$ cat config.mk
export PLATFORM = sky130hd
export DESIGN_NAME = move_controller
export DESIGN_NICKNAME = d
export VERILOG_FILES = /design/src/rtl/move_controller.sv
export SDC_FILE = /design/constraint.sdc
export NUM_CORES = 1
export LEC_CHECK = 0
export BUFFER_PORTS_ARGS = -buffer_cell sky130_fd_sc_hd__buf_2
export CAP_MARGIN = 20
export CORE_MARGIN = 5
export CORE_UTILIZATION = 46
export CTS_BUF_LIST = sky130_fd_sc_hd__clkbuf_4
export DETAILED_ROUTE_END_ITERATION = 10
export PLACE_DENSITY_LB_ADDON = 0.08
export SYNTH_ARGS = -nofsm -noshare
export SYNTH_HDL_FRONTEND = slang
export SYNTH_SLANG_ARGS = --single-unit
$ cat constraint.sdc
create_clock -name clk -period 2.5 [get_ports clk]
set_clock_uncertainty 0.05 [all_clocks]
set_input_delay 0.25 -clock clk [delete_from_list [all_inputs] [get_ports clk]]
set_output_delay 0.25 -clock clk [all_outputs]
set_load 0.01 [all_outputs]
$ cat src/rtl/move_controller.sv
// Move controller: turns mouse clicks on board squares into pick/place command pulses
// for the board storage block, enforcing side-to-move, legal destinations and game over.
module move_controller #(
    parameter int unsigned LOOKUP_LAT = 2,
    parameter logic [3:0]  WHITE_KING = 4'h6,
    parameter logic [3:0]  BLACK_KING = 4'hC
) (
    input  logic        clk,
    input  logic        rst,
    input  logic        click,
    input  logic [5:0]  cursor_pos,
    input  logic [3:0]  figure_code,
    input  logic [63:0] possible_moves,
    output logic [5:0]  figure_xy,
    output logic [5:0]  figure_position,
    output logic        pick_piece,
    output logic        place_piece,
    output logic        turn,
    output logic        holding,
    output logic [5:0]  sel_pos,
    output logic        move_done,
    output logic [3:0]  captured_code,
    output logic        game_over
);

    localparam logic [2:0] IDLE    = 3'd0;
    localparam logic [2:0] LOOKUP  = 3'd1;
    localparam logic [2:0] PICK    = 3'd2;
    localparam logic [2:0] HELD    = 3'd3;
    localparam logic [2:0] LOOKUP2 = 3'd4;
    localparam logic [2:0] PLACE   = 3'd5;

    localparam logic [7:0] LAT = 8'(LOOKUP_LAT);
    localparam logic [3:0] EMPTY_HL = 4'hD;

    logic [2:0] state_q, state_d;
    logic [7:0] cnt_q, cnt_d;
    logic [5:0] lat_q, lat_d;
    logic [5:0] pos_d;
    logic       legal_q, legal_d;
    logic [3:0] dest_q, dest_d;
    logic       click_q;
    logic       click_edge;
    logic       own_piece;
    logic       wait_done;

    assign click_edge = click & ~click_q;
    assign wait_done  = (cnt_q == LAT);
    assign own_piece  = turn ? (figure_code >= 4'h7 && figure_code <= 4'hC)
                             : (figure_code >= 4'h1 && figure_code <= 4'h6);

    // While a lookup is pending the read address must stay on the clicked square.
    assign figure_xy   = (state_q == LOOKUP || state_q == LOOKUP2) ? lat_q : cursor_pos;
    assign pick_piece  = (state_q == PICK);
    assign place_piece = (state_q == PLACE);
    assign move_done   = (state_q == PLACE) && legal_q;

    always_comb begin
        state_d = state_q;
        cnt_d   = cnt_q;
        lat_d   = lat_q;
        pos_d   = figure_position;
        legal_d = legal_q;
        dest_d  = dest_q;
        case (state_q)
            IDLE: begin
                if (click_edge && !game_over) begin
                    lat_d   = cursor_pos;
                    cnt_d   = 8'd0;
                    state_d = LOOKUP;
                end
            end
            LOOKUP: begin
                if (!wait_done) begin
                    cnt_d = cnt_q + 8'd1;
                end else if (own_piece) begin
                    pos_d   = lat_q;
                    state_d = PICK;
                end else begin
                    state_d = IDLE;
                end
            end
            PICK: state_d = HELD;
            HELD: begin
                if (click_edge && !game_over) begin
                    lat_d   = cursor_pos;
                    cnt_d   = 8'd0;
                    state_d = LOOKUP2;
                end
            end
            LOOKUP2: begin
                if (!wait_done) begin
                    cnt_d = cnt_q + 8'd1;
                end else if (lat_q == sel_pos) begin
                    pos_d   = sel_pos;
                    legal_d = 1'b0;
                    state_d = PLACE;
                end else if (possible_moves[lat_q]) begin
                    pos_d   = lat_q;
                    legal_d = 1'b1;
                    dest_d  = (figure_code == EMPTY_HL) ? 4'h0 : figure_code;
                    state_d = PLACE;
                end else begin
                    state_d = HELD;
                end
            end
            PLACE: state_d = IDLE;
            default: state_d = IDLE;
        endcase
    end

    always_ff @(posedge clk or posedge rst) begin
        if (rst) begin
            state_q         <= IDLE;
            cnt_q           <= 8'd0;
            lat_q           <= 6'd0;
            legal_q         <= 1'b0;
            dest_q          <= 4'h0;
            click_q         <= 1'b0;
            figure_position <= 6'd0;
            turn            <= 1'b0;
            holding         <= 1'b0;
            sel_pos         <= 6'd0;
            captured_code   <= 4'h0;
            game_over       <= 1'b0;
        end else begin
            state_q         <= state_d;
            cnt_q           <= cnt_d;
            lat_q           <= lat_d;
            legal_q         <= legal_d;
            dest_q          <= dest_d;
            click_q         <= click;
            figure_position <= pos_d;
            if (state_q == PICK) begin
                sel_pos <= lat_q;
                holding <= 1'b1;
            end
            if (state_q == PLACE) begin
                holding <= 1'b0;
                if (legal_q) begin
                    turn          <= ~turn;
                    captured_code <= dest_q;
                    if (dest_q == WHITE_KING || dest_q == BLACK_KING) begin
                        game_over <= 1'b1;
                    end
                end
            end
        end
    end

endmodule

==> metrics, run 1 <==
status=complete, no violations; Req. time, crit path=2.70 ns; max-slew violations=0; FFs w/ async S/R, synth=100%; Via density=5.40; CP cell instances=buf_6 -> mux2_4 -> nor3b_2 -> o41ai_2 -> or3b_4 -> o221a_4 -> mux2_4; max_slew headroom=63.6%; register area share after synthesis=37.6%; register area=1050 sq um; largest net degree at the start of global routing=43; Synth cell types=56; all-layer global routing usage=18.5%; Fin. Hold Viols=0; fmax=405 MHz; syn_nets=325; Antenna diodes=0; TritonCTS clock tree=built; reg2reg start=lat_q[1]$_DFFE_PP0P_; Final ANT Viol Nets=0; vias in the first global route=2449; Core Util, Final=61.5%; most used cell, CP=mux2_4; Reg clk slew, reported paths=0.12 ns; max capacitance violation total=0; Multi-input gate area=1620 sq um; area leader, netlist=dfrtp_1; CP top delay family=compound AO/OA/AOI/OAI gates; Avg WL per Cell=16.1 microns; flops & latches, synth=42; Post-Syn Area=2800 sq um; Pre-antenna DRT Iters=4; PortBufs=104; row count=28; Post-Route WL=7160 microns; Most used DFF post-synth=dfrtp_1; CTS buffer count=5; vias=2405; Tmin final=2.47 ns; crit path kind=flip-flop to flip-flop; hpwl dp=5360 microns; Worst setup SP type=flip-flop; GRT overflow=0; CP max stage cell=dfrtp_2; Slowest Stage Delay on Critical Path=0.50 ns; I/O Pins=105; period utilisation layout=98.8%; synth top area cells=dfrtp_1, mux2_2, mux4_2; Worst Path Buf+Inv=1; final worst setup slack=0.0308 ns; Yosys top cell area share=37.6%; Root Buffer=clkbuf_4; fill count=518; Post-synth EDFFs=0; layout cells sized above 1=52.2%; Warnings, synthesis=0; hold path startpoint=cursor_pos[2]; crit path DAT=2.67 ns; # H-tree levels=2; HP Class=input port to flip-flop; core area=5920 sq um; RSZ-0062 raised after global routing=true; CTS sink cnt=42; CP Launch Point=lat_q[1]$_DFFE_PP0P_; CP Max Fanout=7; first-pass GRT wire length=11300 microns; synth cell count leaders=dfrtp_1, mux2_2, nand2_1; die area=7740 sq um; die height=88.0 microns; Cell Pwr Density=1050 nW/um^2; Final Net Count=448; initial antenna violation count=0; DRC violations left=0; Worst IR Drop VDD=0.728 mV; Mapped Avg Cell Area=11.4 sq um; Initial Util=47.3%; Lkg Pwr=0.00182 uW; Initial DRC Count=115; GP Congestion=0.796; Area Growth Syn to Fin=30.1%; Slew @ Worst Pin=0.546 ns; post-place setup slack=-0.0720 ns; Clock Tree Buf Depth=2; final setup fails=0; Post-Synthesis Cells=246; clk_lat worst skew=0.37 ns; Die Span X=88.0 microns; Worst Setup End Kind=flip-flop; top-count cell post-synth=dfrtp_1
path summary, 6_finish.rpt:
check,to,slack (ns),cells past startpoint
min in group asynchronous,legal_q$_DFFE_PP0P_,0.50,4
worst min register to register,captured_code[0]$_DFFE_PP0P_,0.45,2
worst max register to register,figure_position[1]$_DFFE_PP0P_,0.03,7
worst max-delay path,figure_position[1]$_DFFE_PP0P_,0.03,7
max in group asynchronous,lat_q[0]$_DFFE_PP0P_,1.51,4
worst min-delay path,lat_q[2]$_DFFE_PP0P_,0.08,2
power by group:
part	internal, uW	total, uW	switching [uW]	leakage (uW)
combinational	1250	2270	1010	0.00126
clock	122	359	237	0.0000337
sequential	908	1200	292	0.000529
layout make-up:
| class | count | area share (%) |
|---|---|---|
| Timing Repair Buffer | 131 | 21.0 |
| Clock buffer | 6 | 1.24 |
| Sequential cell | 42 | 29.0 |
| Clock inverter | 2 | 0.344 |
| Inverter | 12 | 1.24 |
| Tap cell | 75 | 2.58 |
| Multi-Input combinational cell | 177 | 44.6 |
flip-flops by register name, indices dropped and copies added (netlist names):
| register | count |
|---|---|
| captured_code | 4 |
| click_q | 1 |
| cnt_q | 8 |
| dest_q | 4 |
| figure_position | 6 |
| game_over | 1 |
| holding | 1 |
| lat_q | 6 |
| legal_q | 1 |
| sel_pos | 6 |
| state_q | 3 |
| turn | 1 |
repair_timing:
item / in CTS / in global routing
gates resized for setup: 1 / 9
hold buffers: 2 / 0
pin swaps: 0 / 5
gates cloned: 0 / 1
buffers inserted: 0 / 6
endpoints found under the hold margin: 43 / 0
setup endpoints to repair: 9 / 9
layer usage:
layer / track usage, % / vias to the layer above / share of wire (%)
met5: 0 / - / 0
met4: 3.77 / 0 / 0.75
met3: 3.86 / 4 / 5.6
met2: 32.4 / 53 / 51
met1: 23.5 / 1172 / 43
li1: - / 1176 / -
through the flow:
stage / instances / total power [uW] / TNS [ns] / instance area, sq um / hold WS (ns)
floorplan: 246 / 2690 / 0 / 2800 / 0.231
global placement: 428 / 3290 / 0 / 3470 / 0.319
detailed placement: 428 / 3320 / -0.412 / 3470 / 0.322
CTS: 438 / 3690 / 0 / 3550 / 0.0721
global route: 445 / 4130 / -0.245 / 3640 / 0.0692
finish: 445 / 3830 / 0 / 3640 / 0.0789
kinds of logic after synthesis:
| kind of cell | count (synthesis) | share of synthesized area [%] |
|---|---|---|
| simple gates | 62 | 12.6 |
| mux | 58 | 28.7 |
| compound gates | 42 | 11.4 |
| flops | 42 | 37.6 |
| buf+inv | 27 | 4.83 |
| xor+xnor | 13 | 4.07 |
| fa+ha+maj | 2 | 0.894 |
placed cells by master (no fill, tap or decap), types with 7 or more instances in the layout:
master / n
inv_1: 12
mux4_2: 7
mux2_2: 30
nor2_1: 7
buf_2: 104
mux2_4: 7
dfrtp_1: 39
xor2_1: 7
buf_4: 21
mux2i_1: 10
nand2_1: 17
No activity file was read; power rests on OpenSTA's default activity.
==> run 2: changes to the inputs <==
Settings changed: CAP_MARGIN 20 to not set, CORE_ASPECT_RATIO set to 0.9, CTS_CLUSTER_DIAMETER set to 200.
==> run 2 against run 1 <==
  * Fmax grew 1.1%
  * Via count shrank 1.7%
  * Combinational power shrank 5%
  * Sequential share of layout area grew 0.54 points
  * Sequential power is essentially flat
  * Wire length shrank 4.0%
  * Clock-buffer cell count is the same
  * Core utilization shrank 2.0 points
  * Largest power group unchanged
==> metrics, run 2 (same netlist as run 1, synthesis figures left out) <==
max reg flops=8 (unchanged); max capacitance violation total=0 (unchanged); Final ANT Viol Nets=0 (unchanged); Fin. Hold Viols=0 (unchanged); Pre-antenna DRT Iters=4 (unchanged); Worst Setup End Kind=flip-flop; period utilisation layout=97.7% (-1.1 points); Clock Tree Buf Depth=2 (unchanged); Flop pwr share=33.2% (+1.8 points); status=complete, no violations; all-layer global routing usage=18.2% (-0.22 points); placed cell areas=3470 sq um (-0.11%); Cell Pwr Density=1040 nW/um^2 (-1.3%); Fin Hold WS=0.0877 ns (+0.00880 ns); largest net degree at the start of global routing=43 (unchanged); PortBufs=104 (unchanged); Tmin final=2.44 ns (-0.0278 ns); reg2reg start=lat_q[0]$_DFFE_PP0P_; Worst IR Drop VDD=0.676 mV (-7.1%); Die Span X=92.2 microns (+4.8%); layout cells sized above 1=51.1% (-1.1 points); combinational power share=57.9% (-1.3 points); vias in the first global route=2372 (-3.1%); I/O Pins=105 (unchanged); # H-tree levels=2 (unchanged); register area=1050 sq um (unchanged); Multi-input gate area=1620 sq um (-0.39%); commonest non-fill, non-tap cell in the layout=buf_2; Pint=2210 uW (-3.5%); clk_lat worst skew=0.35 ns (-0.02 ns); row count=27 (-3.6%); Avg WL per Cell=15.8 microns (-2.0%); CTS sink cnt=42 (unchanged); max_slew headroom=63.8% (+0.17 points); die height=84 microns (-4.6%); first-pass GRT wire length=11400 microns (+1.2%); Root Buffer=clkbuf_4; RSZ-0062 raised after global routing=true; CP Max Fanout=11 (+4); Final Net Count=442 (-1.3%); CP Capture Point=figure_position[5]$_DFFE_PP0P_; Core Util, Final=59.4% (-2.0 points); DRC violations left=0 (unchanged); Total Power=3710 uW (-3.1%); Worst Hold Depth=2 (unchanged); Switch Pwr=1500 uW (-2.5%); Lkg Pwr=0.00178 uW (-2.0%); Post-Route WL=6870 microns (-4.0%); critical register-to-register path endpoint=figure_position[5]$_DFFE_PP0P_; Biggest register=cnt_q; final setup fails=0 (unchanged); worst reg2reg path depth=7 (unchanged); CTS buffer count=5 (unchanged); CP max stage cell=mux4_2; fmax=410 MHz (+1.1%); initial antenna violation count=0 (unchanged); Initial Util=46.5% (-0.73 points); Worst setup SP type=flip-flop; Req. time, crit path=2.69 ns (about the same); CP Launch Point=lat_q[0]$_DFFE_PP0P_; flop-to-flop setup slack=0.06 ns (+0.03 ns); Antenna diodes=0 (unchanged); Area Growth Syn to Fin=27.7%; vias=2364 (-1.7%); Initial DRC Count=80 (-30%); design area=3570 sq um (-1.8%); Slew @ Worst Pin=0.544 ns (-0.00255 ns); hpwl dp=5340 microns (-0.45%); final worst setup slack=0.0586 ns (+0.0278 ns); clock power share=8.9% (-0.5 points); Via density=5.42 (+0.32%); CP cell instances=buf_12 -> mux4_2 -> mux2i_1 -> o221ai_1 -> nand4_1 -> o221a_4 -> mux2_4; Sw Share=40.5% (+0.24 points); Slowest Stage Delay on Critical Path=0.49 ns (about the same); core area=6010 sq um (+1.6%); most frequent cells in the layout=buf_2, dfrtp_1, mux2_2; max-slew violations=0 (unchanged); post-place setup slack=-0.0331 ns (+0.0389 ns); crit path DAT=2.63 ns (-0.04 ns); die area=7750 sq um (about the same); HP Class=input port to flip-flop; Reg clk slew, reported paths=0.12 ns (about the same); TritonCTS clock tree=built; GP Congestion=0.795 (-0.11%); GRT overflow=0 (unchanged); crit path kind=flip-flop to flip-flop; fill count=546 (+5.4%)
run 2: how the worst min path moves through the flow:
stage                       start                    to  slack (ns)
floorplan                   click     click_q$_DFF_PP0_        0.23
global placement            click     click_q$_DFF_PP0_        0.32
detailed placement          click     click_q$_DFF_PP0_        0.32
CTS                 cursor_pos[4]  lat_q[4]$_DFFE_PP0P_        0.07
global route        cursor_pos[4]  lat_q[4]$_DFFE_PP0P_        0.06
finish              cursor_pos[1]  lat_q[1]$_DFFE_PP0P_        0.09
run 2: area by class of cell:
| class | count | share of cell area [%] |
|---|---|---|
| Inverter | 12 | 1.26 |
| Sequential cell | 42 | 29.5 |
| Clock buffer | 6 | 1.26 |
| Multi-Input combinational cell | 177 | 45.3 |
| Timing Repair Buffer | 125 | 20.0 |
| Clock inverter | 2 | 0.245 |
| Tap cell | 72 | 2.52 |
run 2: per-layer routing:
| metal | vias up | share of wire (%) | track usage (%) |
|---|---|---|---|
| met2 | 58 | 46 | 28.5 |
| met3 | 6 | 5.2 | 4.78 |
| met4 | 0 | 0.95 | 4.86 |
| met1 | 1141 | 47 | 25.1 |
| li1 | 1159 | - | - |
| met5 | - | 0 | 0 |
run 2: critical path: cells and delay by family (launching register included):
kind / cells / cell delay, ns
muxes: 3 / 0.99
buffers and inverters: 1 / 0.16
AOI/OAI and AO/OA: 2 / 0.46
DFF: 1 / 0.45
and+or+nand+nor: 1 / 0.21
run 2: metrics by stage:
stage          TNS (ns)  cells
2_1_floorplan         0    246
3_3_place_gp          0    425
3_5_place_dp     -0.239    425
4_1_cts               0    435
5_1_grt          -0.245    436
6_report              0    436
run 2: what timing repair did:
item,in CTS,in global routing
gates cloned,0,1
hold buffers,2,0
setup buffers,0,0
pin swaps,0,1
resized for setup,2,3
endpoints found under the hold margin,43,0
endpoints found under the setup margin,9,9
run 2: power groups by stage:
stage / registers [uW] / logic (uW) / clock network (uW)
2_1_floorplan: 1110 / 1580 / 0
3_3_place_gp: 1230 / 2080 / 0
3_5_place_dp: 1230 / 2100 / 0
4_1_cts: 1220 / 2120 / 345
5_1_grt: 1290 / 2360 / 377
6_report: 1230 / 2150 / 330
